--- src/rtl/pokey_kbd_pkg.sv ---
// Shared types and constants for the POKEY keyboard scan/debounce engine.
package pokey_kbd_pkg;

    // Debounce FSM states.
    typedef enum logic [1:0] {
        IDLE     = 2'd0,
        CHECK    = 2'd1,
        HELD     = 2'd2,
        RELCHECK = 2'd3
    } kbd_state_e;

    // Debug view of the scanner: FSM state plus end-of-pass flag from the counter.
    typedef struct packed {
        kbd_state_e state;
        logic       pass_end;
    } kbd_dbg_t;

    // Default scan codes whose KR2 return carries shift, control and break.
    localparam logic [5:0] SHIFT_CODE_DEF = 6'h3D;
    localparam logic [5:0] CTRL_CODE_DEF  = 6'h3E;
    localparam logic [5:0] BREAK_CODE_DEF = 6'h3F;

    // KBCODE bit positions.
    localparam int KB_CTRL_BIT  = 7;
    localparam int KB_SHIFT_BIT = 6;

    // Assemble KBCODE from modifier shadows and the accepted scan code.
    function automatic logic [7:0] make_kbcode(input logic ctrl, input logic shift,
                                               input logic [5:0] code);
        logic [7:0] v;
        v = {2'b00, code};
        v[KB_CTRL_BIT]  = ctrl;
        v[KB_SHIFT_BIT] = shift;
        return v;
    endfunction

endpackage

--- src/rtl/kbd_scan_counter.sv ---
// 6-bit scan line counter: advances on each scan step, wraps 63->0,
// synchronously cleared while scanning is halted.
module kbd_scan_counter (
    input  logic       clk,
    input  logic       resetn,
    input  logic       en,
    input  logic       clr,
    output logic [5:0] count,
    output logic       tc
);

    logic [5:0] count_q;
    logic [5:0] count_d;

    // Next count: clear wins over advance; 6-bit add wraps naturally.
    always_comb begin
        count_d = count_q;
        if (clr) begin
            count_d = 6'd0;
        end else if (en) begin
            count_d = count_q + 6'd1;
        end
    end

    // Count register.
    always_ff @(posedge clk or negedge resetn) begin
        if (!resetn) begin
            count_q <= 6'd0;
        end else begin
            count_q <= count_d;
        end
    end

    assign count = count_q;
    assign tc    = (count_q == 6'd63);

endmodule

--- src/rtl/pokey_kbd_scanner.sv ---
// POKEY keyboard scanner: drives K, samples KR1/KR2, debounces presses and
// releases over whole scan passes, latches KBCODE and pulses key/break IRQs.
// Handshake: no valid/ready; a scan step is one enn & keybClk & scanEn cycle,
// and all sampling on a step uses K before it advances.
module pokey_kbd_scanner
    import pokey_kbd_pkg::*;
#(
    parameter logic [5:0] SHIFT_CODE = SHIFT_CODE_DEF,
    parameter logic [5:0] CTRL_CODE  = CTRL_CODE_DEF,
    parameter logic [5:0] BREAK_CODE = BREAK_CODE_DEF
) (
    input  logic       clk,
    input  logic       resetn,
    input  logic       enn,
    input  logic       keybClk,
    input  logic       scanEn,
    input  logic       debounceEn,
    input  logic       kr1_n,
    input  logic       kr2_n,
    output logic [5:0] k,
    output logic [7:0] kbcode,
    output logic       keyDown,
    output logic       shiftDown,
    output logic       kbdIrq,
    output logic       breakIrq,
    output kbd_dbg_t   dbg
);

    logic       step;
    logic       halt;
    logic       hit;
    logic       at_cmp;
    logic       accept;
    logic       pass_end;

    kbd_state_e state_q, state_d;
    logic [5:0] cmp_q, cmp_d;
    logic [7:0] kbcode_q, kbcode_d;
    logic       key_down_q, key_down_d;
    logic       shift_down_q, shift_down_d;
    logic       shift_shadow_q, shift_shadow_d;
    logic       ctrl_shadow_q, ctrl_shadow_d;
    logic       brk_seen_q, brk_seen_d;
    logic       kbd_irq_q, kbd_irq_d;
    logic       break_irq_q, break_irq_d;

    assign step   = enn & keybClk & scanEn;
    assign halt   = enn & ~scanEn;
    assign hit    = ~kr1_n;
    assign at_cmp = (k == cmp_q);

    kbd_scan_counter u_cnt (
        .clk    (clk),
        .resetn (resetn),
        .en     (step),
        .clr    (halt),
        .count  (k),
        .tc     (pass_end)
    );

    // Next-state: modifier sampling, break edge detect and debounce FSM.
    always_comb begin
        state_d        = state_q;
        cmp_d          = cmp_q;
        kbcode_d       = kbcode_q;
        key_down_d     = key_down_q;
        shift_down_d   = shift_down_q;
        shift_shadow_d = shift_shadow_q;
        ctrl_shadow_d  = ctrl_shadow_q;
        brk_seen_d     = brk_seen_q;
        kbd_irq_d      = 1'b0;
        break_irq_d    = 1'b0;
        accept         = 1'b0;

        if (halt) begin
            state_d    = IDLE;
            key_down_d = 1'b0;
        end else if (step) begin
            if (k == SHIFT_CODE) begin
                shift_shadow_d = ~kr2_n;
                shift_down_d   = ~kr2_n;
            end
            if (k == CTRL_CODE) begin
                ctrl_shadow_d = ~kr2_n;
            end
            if (k == BREAK_CODE) begin
                brk_seen_d  = ~kr2_n;
                break_irq_d = ~kr2_n & ~brk_seen_q;
            end

            case (state_q)
                IDLE: begin
                    if (hit) begin
                        cmp_d = k;
                        if (debounceEn) state_d = CHECK;
                        else            accept  = 1'b1;
                    end
                end
                CHECK: begin
                    if (at_cmp) begin
                        if (hit) accept  = 1'b1;
                        else     state_d = IDLE;
                    end
                end
                HELD: begin
                    if (at_cmp && !hit) begin
                        if (debounceEn) begin
                            state_d = RELCHECK;
                        end else begin
                            key_down_d = 1'b0;
                            state_d    = IDLE;
                        end
                    end
                end
                RELCHECK: begin
                    if (at_cmp) begin
                        if (hit) begin
                            state_d = HELD;
                        end else begin
                            key_down_d = 1'b0;
                            state_d    = IDLE;
                        end
                    end
                end
                default: state_d = IDLE;
            endcase

            // Acceptance uses the modifier shadows from before this step.
            if (accept) begin
                kbcode_d   = make_kbcode(ctrl_shadow_q, shift_shadow_q, k);
                key_down_d = 1'b1;
                kbd_irq_d  = 1'b1;
                state_d    = HELD;
            end
        end
    end

    // State registers; IRQ flops load every cycle so pulses last one clk.
    always_ff @(posedge clk or negedge resetn) begin
        if (!resetn) begin
            state_q        <= IDLE;
            cmp_q          <= 6'd0;
            kbcode_q       <= 8'h00;
            key_down_q     <= 1'b0;
            shift_down_q   <= 1'b0;
            shift_shadow_q <= 1'b0;
            ctrl_shadow_q  <= 1'b0;
            brk_seen_q     <= 1'b0;
            kbd_irq_q      <= 1'b0;
            break_irq_q    <= 1'b0;
        end else begin
            state_q        <= state_d;
            cmp_q          <= cmp_d;
            kbcode_q       <= kbcode_d;
            key_down_q     <= key_down_d;
            shift_down_q   <= shift_down_d;
            shift_shadow_q <= shift_shadow_d;
            ctrl_shadow_q  <= ctrl_shadow_d;
            brk_seen_q     <= brk_seen_d;
            kbd_irq_q      <= kbd_irq_d;
            break_irq_q    <= break_irq_d;
        end
    end

    assign kbcode       = kbcode_q;
    assign keyDown      = key_down_q;
    assign shiftDown    = shift_down_q;
    assign kbdIrq       = kbd_irq_q;
    assign breakIrq     = break_irq_q;
    assign dbg.state    = state_q;
    assign dbg.pass_end = pass_end;

endmodule

--- config.mk ---
export PLATFORM = sky130hd
export DESIGN_NAME = pokey_kbd_scanner
export DESIGN_NICKNAME = d
export VERILOG_FILES = /design/src/rtl/pokey_kbd_pkg.sv /design/src/rtl/kbd_scan_counter.sv /design/src/rtl/pokey_kbd_scanner.sv
export SDC_FILE = /design/constraint.sdc
export NUM_CORES = 1
export LEC_CHECK = 0
export CORE_MARGIN = 10
export CORE_UTILIZATION = 45
export DETAILED_ROUTE_END_ITERATION = 7
export PLACE_DENSITY = 0.74
export SETUP_SLACK_MARGIN = 0.2
export SLEW_MARGIN = 20
export SYNTH_ARGS = -nofsm -noshare
export SYNTH_HDL_FRONTEND = slang
export SYNTH_SLANG_ARGS = --single-unit
--- constraint.sdc ---
create_clock -name clk -period 1.9 [get_ports clk]
set_input_delay 0.19 -clock clk [delete_from_list [all_inputs] [get_ports clk]]
set_output_delay 0.19 -clock clk [all_outputs]
set_load 0.01 [all_outputs]
Word level (Yosys, flattened, before mapping)
Cells that the tools add are included.

Bits in registers: 28. Input bits: 8. Output and inout bits: 21.

Add/sub/neg operators: 1. Equality and inequality tests: 15. Muxes and demuxes: 35. Bitwise operators: 9. Reductions and logical operators: 11.

Operator list (number): 4-bit inequality test, second input constant (8); 2-bit 2-to-1 mux (11); 1-bit 2-to-1 mux (19); 6-bit equality test, second input constant (3); 6-bit 2-to-1 mux (2); 3-bit AND reduction (4); 2-bit one-hot mux with 4 select lines (1); 7-bit AND reduction (1); 6-bit by 1-bit adder with 6-bit output, second input constant (1); 6-bit equality test (1); 6-bit AND reduction (1); 1-bit inverter (5); 1-bit bitwise AND (4); 2-bit equality test, second input constant (2); 1-bit one-hot mux with 2 select lines (2); 4-bit AND reduction (1); 4-bit nonzero test (1); 2-bit by 1-bit equality test with 1-bit output, second input constant (1); 2-bit zero test (1); 2-bit nonzero test (1); 1-bit logical AND (1).

Longest topological paths before layout
Gate-level depths: netlist (run 1).

Word-level depth: 8. Gate-level depth with buffers: 7. Depth with buffers taken out: 5.

Hierarchy
A second synthesis (run 1) with hierarchy kept.

Cell total of the unflattened synthesis: 116. Area total of the unflattened synthesis: 1362.6 µm².

Modules (own cells, without submodules): pokey_kbd_scanner (times used 1, cells an instance 88, area an instance 1081.0 µm²); kbd_scan_counter (times used 1, cells an instance 28, area an instance 281.5 µm²).

Least setup slack after synthesis (run 1)
Ideal clock, no wire load.

Path kind: register -> register. From: register u_cnt.count_q[3] (netlist: u_cnt.count[3]). To: register kbcode_q[0] (netlist: kbcode[0]). Setup time: 125 ps. Arrival time: 1867 ps. Data required time: 1775 ps. Setup slack: -93 ps. Stages on the path, launching flop included: 7. Period minus slack after synthesis: 1993 ps. Cell sequence: dfrtp_1 xor2_1 nor4_4 nand2_2 o32a_1 buf_6 mux2_4.

Longest elaborated chain between the ends: 6.

Ends and longest elaborated chain: from (decl) (line kbd_scan_counter.sv:12) `logic [5:0] count_q;`; from (signal assigned) (line kbd_scan_counter.sv:30) `count_q <= count_d;`; 6-bit equality test (line pokey_kbd_scanner.sv:50) `assign at_cmp = (k == cmp_q);`; 1-bit 2-to-1 mux (line pokey_kbd_scanner.sv:100) `if (at_cmp) begin`; 1-bit one-hot mux with 2 select lines (line pokey_kbd_scanner.sv:91) `case (state_q)`; 1-bit 2-to-1 mux (line pokey_kbd_scanner.sv:78) `end else if (step) begin`; 1-bit 2-to-1 mux (line pokey_kbd_scanner.sv:75) `if (halt) begin`; 3-bit AND reduction (no line); to (signal assigned) (line pokey_kbd_scanner.sv:154) `kbcode_q <= kbcode_d;`; to (decl) (line pokey_kbd_scanner.sv:38) `logic [7:0] kbcode_q, kbcode_d;`.

Every way passes these cells. The select of a mux whose other input is x is not followed. A chain may end at the register's enable or synchronous reset.

Worst setup path in the final report (run 1)
From: register cmp_q[0]. To: register kbcode_q[0] (netlist: kbcode[0]).

Longest elaborated chain between the ends: 6.

Ends and longest elaborated chain: from (decl) (line pokey_kbd_scanner.sv:37) `logic [5:0] cmp_q, cmp_d;`; from (signal assigned) (line pokey_kbd_scanner.sv:153) `cmp_q <= cmp_d;`; 6-bit equality test (line pokey_kbd_scanner.sv:50); 1-bit 2-to-1 mux (line pokey_kbd_scanner.sv:100); 1-bit one-hot mux with 2 select lines (line pokey_kbd_scanner.sv:91); 1-bit 2-to-1 mux (line pokey_kbd_scanner.sv:78); 1-bit 2-to-1 mux (line pokey_kbd_scanner.sv:75); 3-bit AND reduction (no line).

Every way passes these cells. The select of a mux whose other input is x is not followed.

==> results.sh, run 1 <==
export IMPL_status="finished with violations"
export IMPL_violations="setup timing"
export IMPL_fp_coreArea_um2=3080
export IMPL_track_usage=0.122
export IMPL_ys_warn_count=0
export IMPL_synthesis_area_um2=1450
export IMPL_clk_pin_slew_ns=0.15
export IMPL_skew_ns=0.00567
export IMPL_synth_simple_area_share=0.160
export IMPL_cp_max_fo=10
export IMPL_clock_sinks=28
export IMPL_crit_path_end_kind="flop"
export IMPL_syn_to_final_growth_pct=37.1
export IMPL_cp_arrival_ns=2.15
export IMPL_max_clock_path_buffers=2
export IMPL_start_util=0.471
export IMPL_ios=29
export IMPL_setup_viol_count_final=8
export IMPL_synth_compound_area_frac=0.101
export IMPL_power_density_nw_per_um2=808
export IMPL_ant_nets=0
export IMPL_finalHoldViolCount=0
export IMPL_antenna_found_initial=0
export IMPL_cts_tree="done"
export IMPL_max_stage_delay_ns=0.44
export IMPL_final_cells=227
export IMPL_synth_mux_area_frac=0.135
export IMPL_placementRows=20
export IMPL_timing_final_ws_setup_ns=-0.0251
export IMPL_ys_types=36
export IMPL_start_kind="flop"
export IMPL_hold_class="input pin to asynchronous set/reset pin"
export IMPL_diodes=0
export IMPL_max_freq_mhz=519
export IMPL_slew_headroom=0.747
export IMPL_io_buffers=28
export IMPL_synth_seq_cells=28
export IMPL_crit_chain="xor2_2 -> nor4_4 -> nand2_2 -> o32a_1 -> buf_12 -> mux2_4"
export IMPL_drc=0
export IMPL_drtIter0Drc=97
export IMPL_cpLargestDelayFamily="flip-flops"
export IMPL_drive_above_1_share=0.284
export IMPL_syn_inst=135
export IMPL_num_vias=1212
export IMPL_r2r_cells=6
export IMPL_clock_latency_ns=0.32
export IMPL_synth_xor_area_frac=0.0362
export IMPL_max_cap_violations=0
export IMPL_ir_drop_mv=0.532
export IMPL_worstSetupPathType="flop to flop"
export IMPL_h_tree_depth=1
export IMPL_post_drt_wl_per_cell_um=16.3
export IMPL_fill_cells=248
export IMPL_drt_first_pass_iters=4
export IMPL_worstSetupPathDepth=6
export IMPL_first_global_vias=1235
export IMPL_grt_max_degree=29
export IMPL_die_h_um=76.8
export IMPL_final_area_um2=1990
export IMPL_syn_nets=146
export IMPL_synth_avg_cell_area_um2=10.7
export IMPL_cts_root_buf="clkbuf_4"
export IMPL_rsz0062_at_grt="yes"
export IMPL_slowest_stage="dfrtp_1"
export IMPL_synth_top_family_by_area="simple AND/OR/NAND/NOR gates"
export IMPL_cts_hold_fix_buffers=0
export IMPL_drv_slew=0
export IMPL_gp_congestion=0.889
export IMPL_required_ns=2.12
export IMPL_synth_fa_ha_area_frac=0.0259
export IMPL_dpl_cell_area_um2=1910
export IMPL_num_nets_final=195
export IMPL_wl_um=3690
export IMPL_path_buf_inv=1
export IMPL_vias_per_cell=5.34
export IMPL_yosysSeqAreaShare=0.483
export IMPL_min_period_ns=1.93
export IMPL_die_x_um=76.8
export IMPL_grt_ovfl_total=0
export IMPL_die_area_um2=5890
export IMPL_dp_cells=221
export IMPL_p_leak_uw=0.000992
export IMPL_grt_pass1_wl_um=6040
export IMPL_cts_buffers=3
export IMPL_dpl_hpwl_um=2760
export IMPL_period_share=1.01
export IMPL_tightest_slew_ns=0.375
cell usage after synthesis:
cell type / instances / share of area
dfrtp_1: 28 / 0.48
nand2_1: 17 / 0.044
inv_1: 11 / 0.028
o21ai_0: 9 / 0.031
mux2_4: 8 / 0.083
nor2_1: 6 / 0.016
xor2_1: 6 / 0.036
a21oi_1: 4 / 0.014
mux2_2: 4 / 0.031
nand3_1: 4 / 0.014
nand4_1: 4 / 0.017
ha_1: 3 / 0.026
mux2i_1: 3 / 0.021
buf_4: 2 / 0.010
buf_6: 2 / 0.016
clkbuf_1: 2 / 0.0052
nor3_1: 2 / 0.0069
o31ai_1: 2 / 0.010
a21o_1: 1 / 0.0052
a222oi_1: 1 / 0.0069
a311oi_1: 1 / 0.0060
a31oi_1: 1 / 0.0043
and3_1: 1 / 0.0043
and3_2: 1 / 0.0052
nand2_2: 1 / 0.0043
nand3_2: 1 / 0.0069
nand3b_2: 1 / 0.0078
nand4b_1: 1 / 0.0060
nor2_2: 1 / 0.0043
nor2b_1: 1 / 0.0043
nor4_4: 1 / 0.015
o221ai_1: 1 / 0.0060
o22ai_1: 1 / 0.0043
o311ai_0: 1 / 0.0060
o32a_1: 1 / 0.0069
or3_1: 1 / 0.0043
cell families after synthesis:
logic type / after synthesis
compound gates: 23
xor+xnor: 6
fa+ha+maj: 3
buf+inv: 17
flops: 28
mux: 15
simple gates: 43
timing repair:
action	in CTS	in global routing
hold endpoints to repair	0	0
buffers inserted	2	0
setup endpoints to repair	11	14
gates resized for setup	9	3
pin swaps	4	3
cell usage in the layout (no fill, tap or decap), types with 3 or more instances in the layout:
| master | instances |
|---|---|
| inv_1 | 11 |
| mux2_2 | 4 |
| clkdlybuf4s50_1 | 27 |
| nand2_1 | 17 |
| dfrtp_1 | 25 |
| ha_1 | 3 |
| o21ai_0 | 8 |
| a21oi_1 | 4 |
| dfrtp_2 | 3 |
| mux2_4 | 8 |
| buf_4 | 19 |
| nand4_1 | 4 |
| nor2_1 | 6 |
| clkbuf_4 | 3 |
| mux2i_1 | 3 |
| xor2_1 | 5 |
| nand3_2 | 3 |
worst reg2reg max path: cells and delay by family (launching register included):
| kind | cells | cell delay (ns) |
|---|---|---|
| flops | 1 | 0.44 |
| compound gates | 1 | 0.33 |
| buf+inv | 1 | 0.16 |
| mux | 1 | 0.30 |
| simple gates | 2 | 0.40 |
| xor+xnor | 1 | 0.20 |
per-layer routing:
layer  track usage  vias up  wire (um)
met3        0.0245        6        225
met4        0.0353        0         55
met1         0.153      581       1550
li1              -      567          -
met5             0        -          0
met2         0.206       58       1860
layout make-up:
type	count	area (um^2)	share of cell area
sequential	28	704	0.354
inverter	11	41.3	0.0208
timing repair buffer	50	460	0.232
clock buffer	4	36.3	0.0183
tap	44	55.1	0.0277
multi-input combinational	90	691	0.347
path summary, 6_finish.rpt:
check                           slack, ns                         end              startpoint
worst max-delay path                -0.03       kbcode[0]$_DFFE_PN0P_    cmp_q[0]$_DFFE_PN0P_
worst min-delay path                 0.22        cmp_q[0]$_DFFE_PN0P_                  resetn
worst max register to register      -0.03       kbcode[0]$_DFFE_PN0P_    cmp_q[0]$_DFFE_PN0P_
worst min register to register       0.44          breakIrq$_DFF_PN0_  brk_seen_q$_DFFE_PN0P_
max in group asynchronous            1.40  u_cnt.count[0]$_DFFE_PN0N_                  resetn
min in group clk                     0.44          breakIrq$_DFF_PN0_  brk_seen_q$_DFFE_PN0P_
where the power goes:
part	total (uW)	internal, uW	switching [uW]
registers	720	667	52.8
clock network	289	117	172
logic	597	329	268
total	1610	1110	492
per-stage QoR:
step           worst slack (ns)  power [uW]   util  TNS (ns)  hold WS [ns]
3_3_place_gp             0.0452        1260  0.622         0         0.415
2_1_floorplan           -0.0358         988      -    -0.286        -0.106
5_1_grt                  -0.101        1700  0.646    -0.768         0.236
3_5_place_dp            -0.0116        1270  0.622   -0.0703         0.421
6_report                -0.0251        1610  0.646    -0.163         0.224
4_1_cts                 -0.0319        1610  0.644    -0.155         0.220
state kept, by name (all words and copies together), names as in the netlist:
signal	flops
kbcode	8
shift_shadow_q	1
ctrl_shadow_q	1
brk_seen_q	1
u_cnt.count	6
state_q	2
kbdIrq	1
cmp_q	6
breakIrq	1
keyDown	1
(Power assumes the default switching activity.)
==> run 2: changes to the inputs <==
--- a/config.mk
+++ b/config.mk
@@ -5,11 +5,12 @@
 export SDC_FILE = /design/constraint.sdc
 export NUM_CORES = 1
 export LEC_CHECK = 0
+export CORE_ASPECT_RATIO = 0.7
 export CORE_MARGIN = 10
 export CORE_UTILIZATION = 45
 export DETAILED_ROUTE_END_ITERATION = 7
 export PLACE_DENSITY = 0.74
-export SETUP_SLACK_MARGIN = 0.2
+export SETUP_SLACK_MARGIN = 0.5
 export SLEW_MARGIN = 20
 export SYNTH_ARGS = -nofsm -noshare
 export SYNTH_HDL_FRONTEND = slang
==> results.sh, run 2 (synthesized netlist as in run 1, its figures left out) <==
export IMPL_min_period_ns=1.93
export IMPL_max_cap_violations=0
export IMPL_die_area_um2=5930
export IMPL_cp_arrival_ns=2.09
export IMPL_clock_sinks=28
export IMPL_worstSetupPathType="flop to flop"
export IMPL_largest_register_ffs=8
export IMPL_layout_commonest_cell="dfrtp_1"
export IMPL_p_leak_uw=0.00111
export IMPL_dpl_cell_area_um2=1900
export IMPL_switching_power_uw=489
export IMPL_slowest_stage="dfrtp_2"
export IMPL_power_density_nw_per_um2=833
export IMPL_post_drt_wl_per_cell_um=16.5
export IMPL_die_x_um=87.9
export IMPL_wl_um=3650
export IMPL_cp_max_fo=10
export IMPL_final_core_util=0.658
export IMPL_swShare=0.286
export IMPL_syn_to_final_growth_pct=41.8
export IMPL_num_vias=1203
export IMPL_antenna_found_initial=0
export IMPL_setup_viol_count_final=8
export IMPL_final_cells=221
export IMPL_ios=29
export IMPL_cts_tree="done"
export IMPL_violations="setup timing"
export IMPL_skew_ns=0.00309
export IMPL_layout_common_cells="dfrtp_1 (25), nand2_1 (17), buf_4 (15)"
export IMPL_cts_buffers=3
export IMPL_grt_ovfl_total=0
export IMPL_setup_tns_ns=-0.176
export IMPL_grt_pass1_wl_um=5930
export IMPL_timing_final_ws_setup_ns=-0.0275
export IMPL_cts_root_buf="clkbuf_8"
export IMPL_drt_first_pass_iters=5
export IMPL_crit_path_end_kind="flop"
export IMPL_pwr_share_comb=0.310
export IMPL_first_global_vias=1151
export IMPL_period_share=1.01
export IMPL_diodes=0
export IMPL_vias_per_cell=5.44
export IMPL_clkPwrFrac=0.270
export IMPL_clock_latency_ns=0.27
export IMPL_start_util=0.464
export IMPL_slew_headroom=0.769
export IMPL_placementRows=17
export IMPL_fp_coreArea_um2=3130
export IMPL_status="finished with violations"
export IMPL_io_buffers=28
export IMPL_internal_power_uw=1220
export IMPL_ant_nets=0
export IMPL_pwr_share_seq=0.420
export IMPL_place_ws_ns=0.0222
export IMPL_rsz0062_at_grt="yes"
export IMPL_drc=0
export IMPL_drv_slew=0
export IMPL_cts_hold_fix_buffers=0
export IMPL_clk_pin_slew_ns=0.09
export IMPL_start_kind="flop"
export IMPL_crit_chain="xor2_1 -> nor4_4 -> nand2_2 -> o32a_1 -> buf_12 -> mux2_4"
export IMPL_drive_above_1_share=0.311
export IMPL_final_area_um2=2060
export IMPL_num_nets_final=195
export IMPL_dp_cells=214
export IMPL_grt_max_degree=29
export IMPL_max_clock_path_buffers=2
export IMPL_tightest_slew_ns=0.347
export IMPL_track_usage=0.126
export IMPL_h_tree_depth=1
export IMPL_dpl_hpwl_um=2710
export IMPL_finalHoldViolCount=0
export IMPL_ir_drop_mv=0.414
export IMPL_hold_class="input pin to asynchronous set/reset pin"
export IMPL_max_freq_mhz=519
export IMPL_gp_congestion=0.868
export IMPL_drtIter0Drc=168
export IMPL_max_stage_delay_ns=0.42
export IMPL_required_ns=2.07
export IMPL_die_h_um=67.5
==> run 2: changes by cell type in the layout (fill, tap and decap cells not counted), sizes merged <==
cell           previous run  this run
clkbuf                    4         3
dlymetal6s2s              0         4
clkdlybuf4s50            27         9
dlygate4sd2               0        14
bufinv                    0         1
==> run 2: layout make-up <==
| cell class | instances | area, um^2 |
|---|---|---|
| Sequential cell | 28 | 704 |
| Fill cell | 247 | 1070 |
| Multi-Input combinational cell | 90 | 718 |
| Clock inverter | 1 | 30.0 |
| Timing Repair Buffer | 50 | 474 |
| Clock buffer | 3 | 41.3 |
| Inverter | 11 | 41.3 |
| Tap cell | 38 | 47.5 |
==> run 2: stage by stage <==
| stage | hold slack [ns] | power, uW |
|---|---|---|
| 6_report | 0.291 | 1710 |
| 3_5_place_dp | 0.419 | 1250 |
| 3_3_place_gp | 0.413 | 1240 |
| 5_1_grt | 0.321 | 1810 |
| 2_1_floorplan | -0.106 | 993 |
| 4_1_cts | 0.298 | 1720 |
==> run 2: path summary, 6_finish.rpt <==
| check | slack [ns] | from | to | cells past startpoint |
|---|---|---|---|---|
| worst max register to register | -0.03 | u_cnt.count[4]$_DFFE_PN0N_ | kbcode[5]$_DFFE_PN0P_ | 6 |
| worst min register to register | 0.43 | brk_seen_q$_DFFE_PN0P_ | breakIrq$_DFF_PN0_ | 1 |
| worst max-delay path | -0.03 | u_cnt.count[4]$_DFFE_PN0N_ | kbcode[5]$_DFFE_PN0P_ | 6 |
| worst min-delay path | 0.29 | resetn | kbcode[0]$_DFFE_PN0P_ | 2 |
| max in group asynchronous | 1.33 | resetn | state_q[0]$_DFFE_PN0P_ | 2 |
| min in group clk | 0.43 | brk_seen_q$_DFFE_PN0P_ | breakIrq$_DFF_PN0_ | 1 |
==> run 2: repair_timing <==
action	in CTS	in global routing
buffers inserted	3	0
pin swaps	2	0
gates resized for setup	26	15
setup endpoints to repair	28	24
==> run 2: power by group through the flow <==
| stage | sequential, uW | clock [uW] | combinational (uW) |
|---|---|---|---|
| 3_5_place_dp | 734 | 0 | 520 |
| 5_1_grt | 730 | 503 | 579 |
| 2_1_floorplan | 768 | 0 | 225 |
| 3_3_place_gp | 728 | 0 | 513 |
| 4_1_cts | 721 | 474 | 528 |
| 6_report | 720 | 463 | 531 |
==> run 2: routing by layer <==
layer / track usage / part of all wire / vias up
met5: 0 / 0 / -
li1: - / - / 570
met1: 0.177 / 0.48 / 575
met3: 0.0529 / 0.089 / 4
met2: 0.174 / 0.42 / 54
met4: 0.0298 / 0.012 / 0
==> run 2: critical path: cells and delay by family, from the launching register on <==
kind | cells | cell delay [ns]
AND/OR/NAND/NOR | 2 | 0.44
flip-flops | 1 | 0.42
AO/OA/AOI/OAI | 1 | 0.33
multiplexers | 1 | 0.29
XOR/XNOR | 1 | 0.17
buffers and inverters | 1 | 0.16
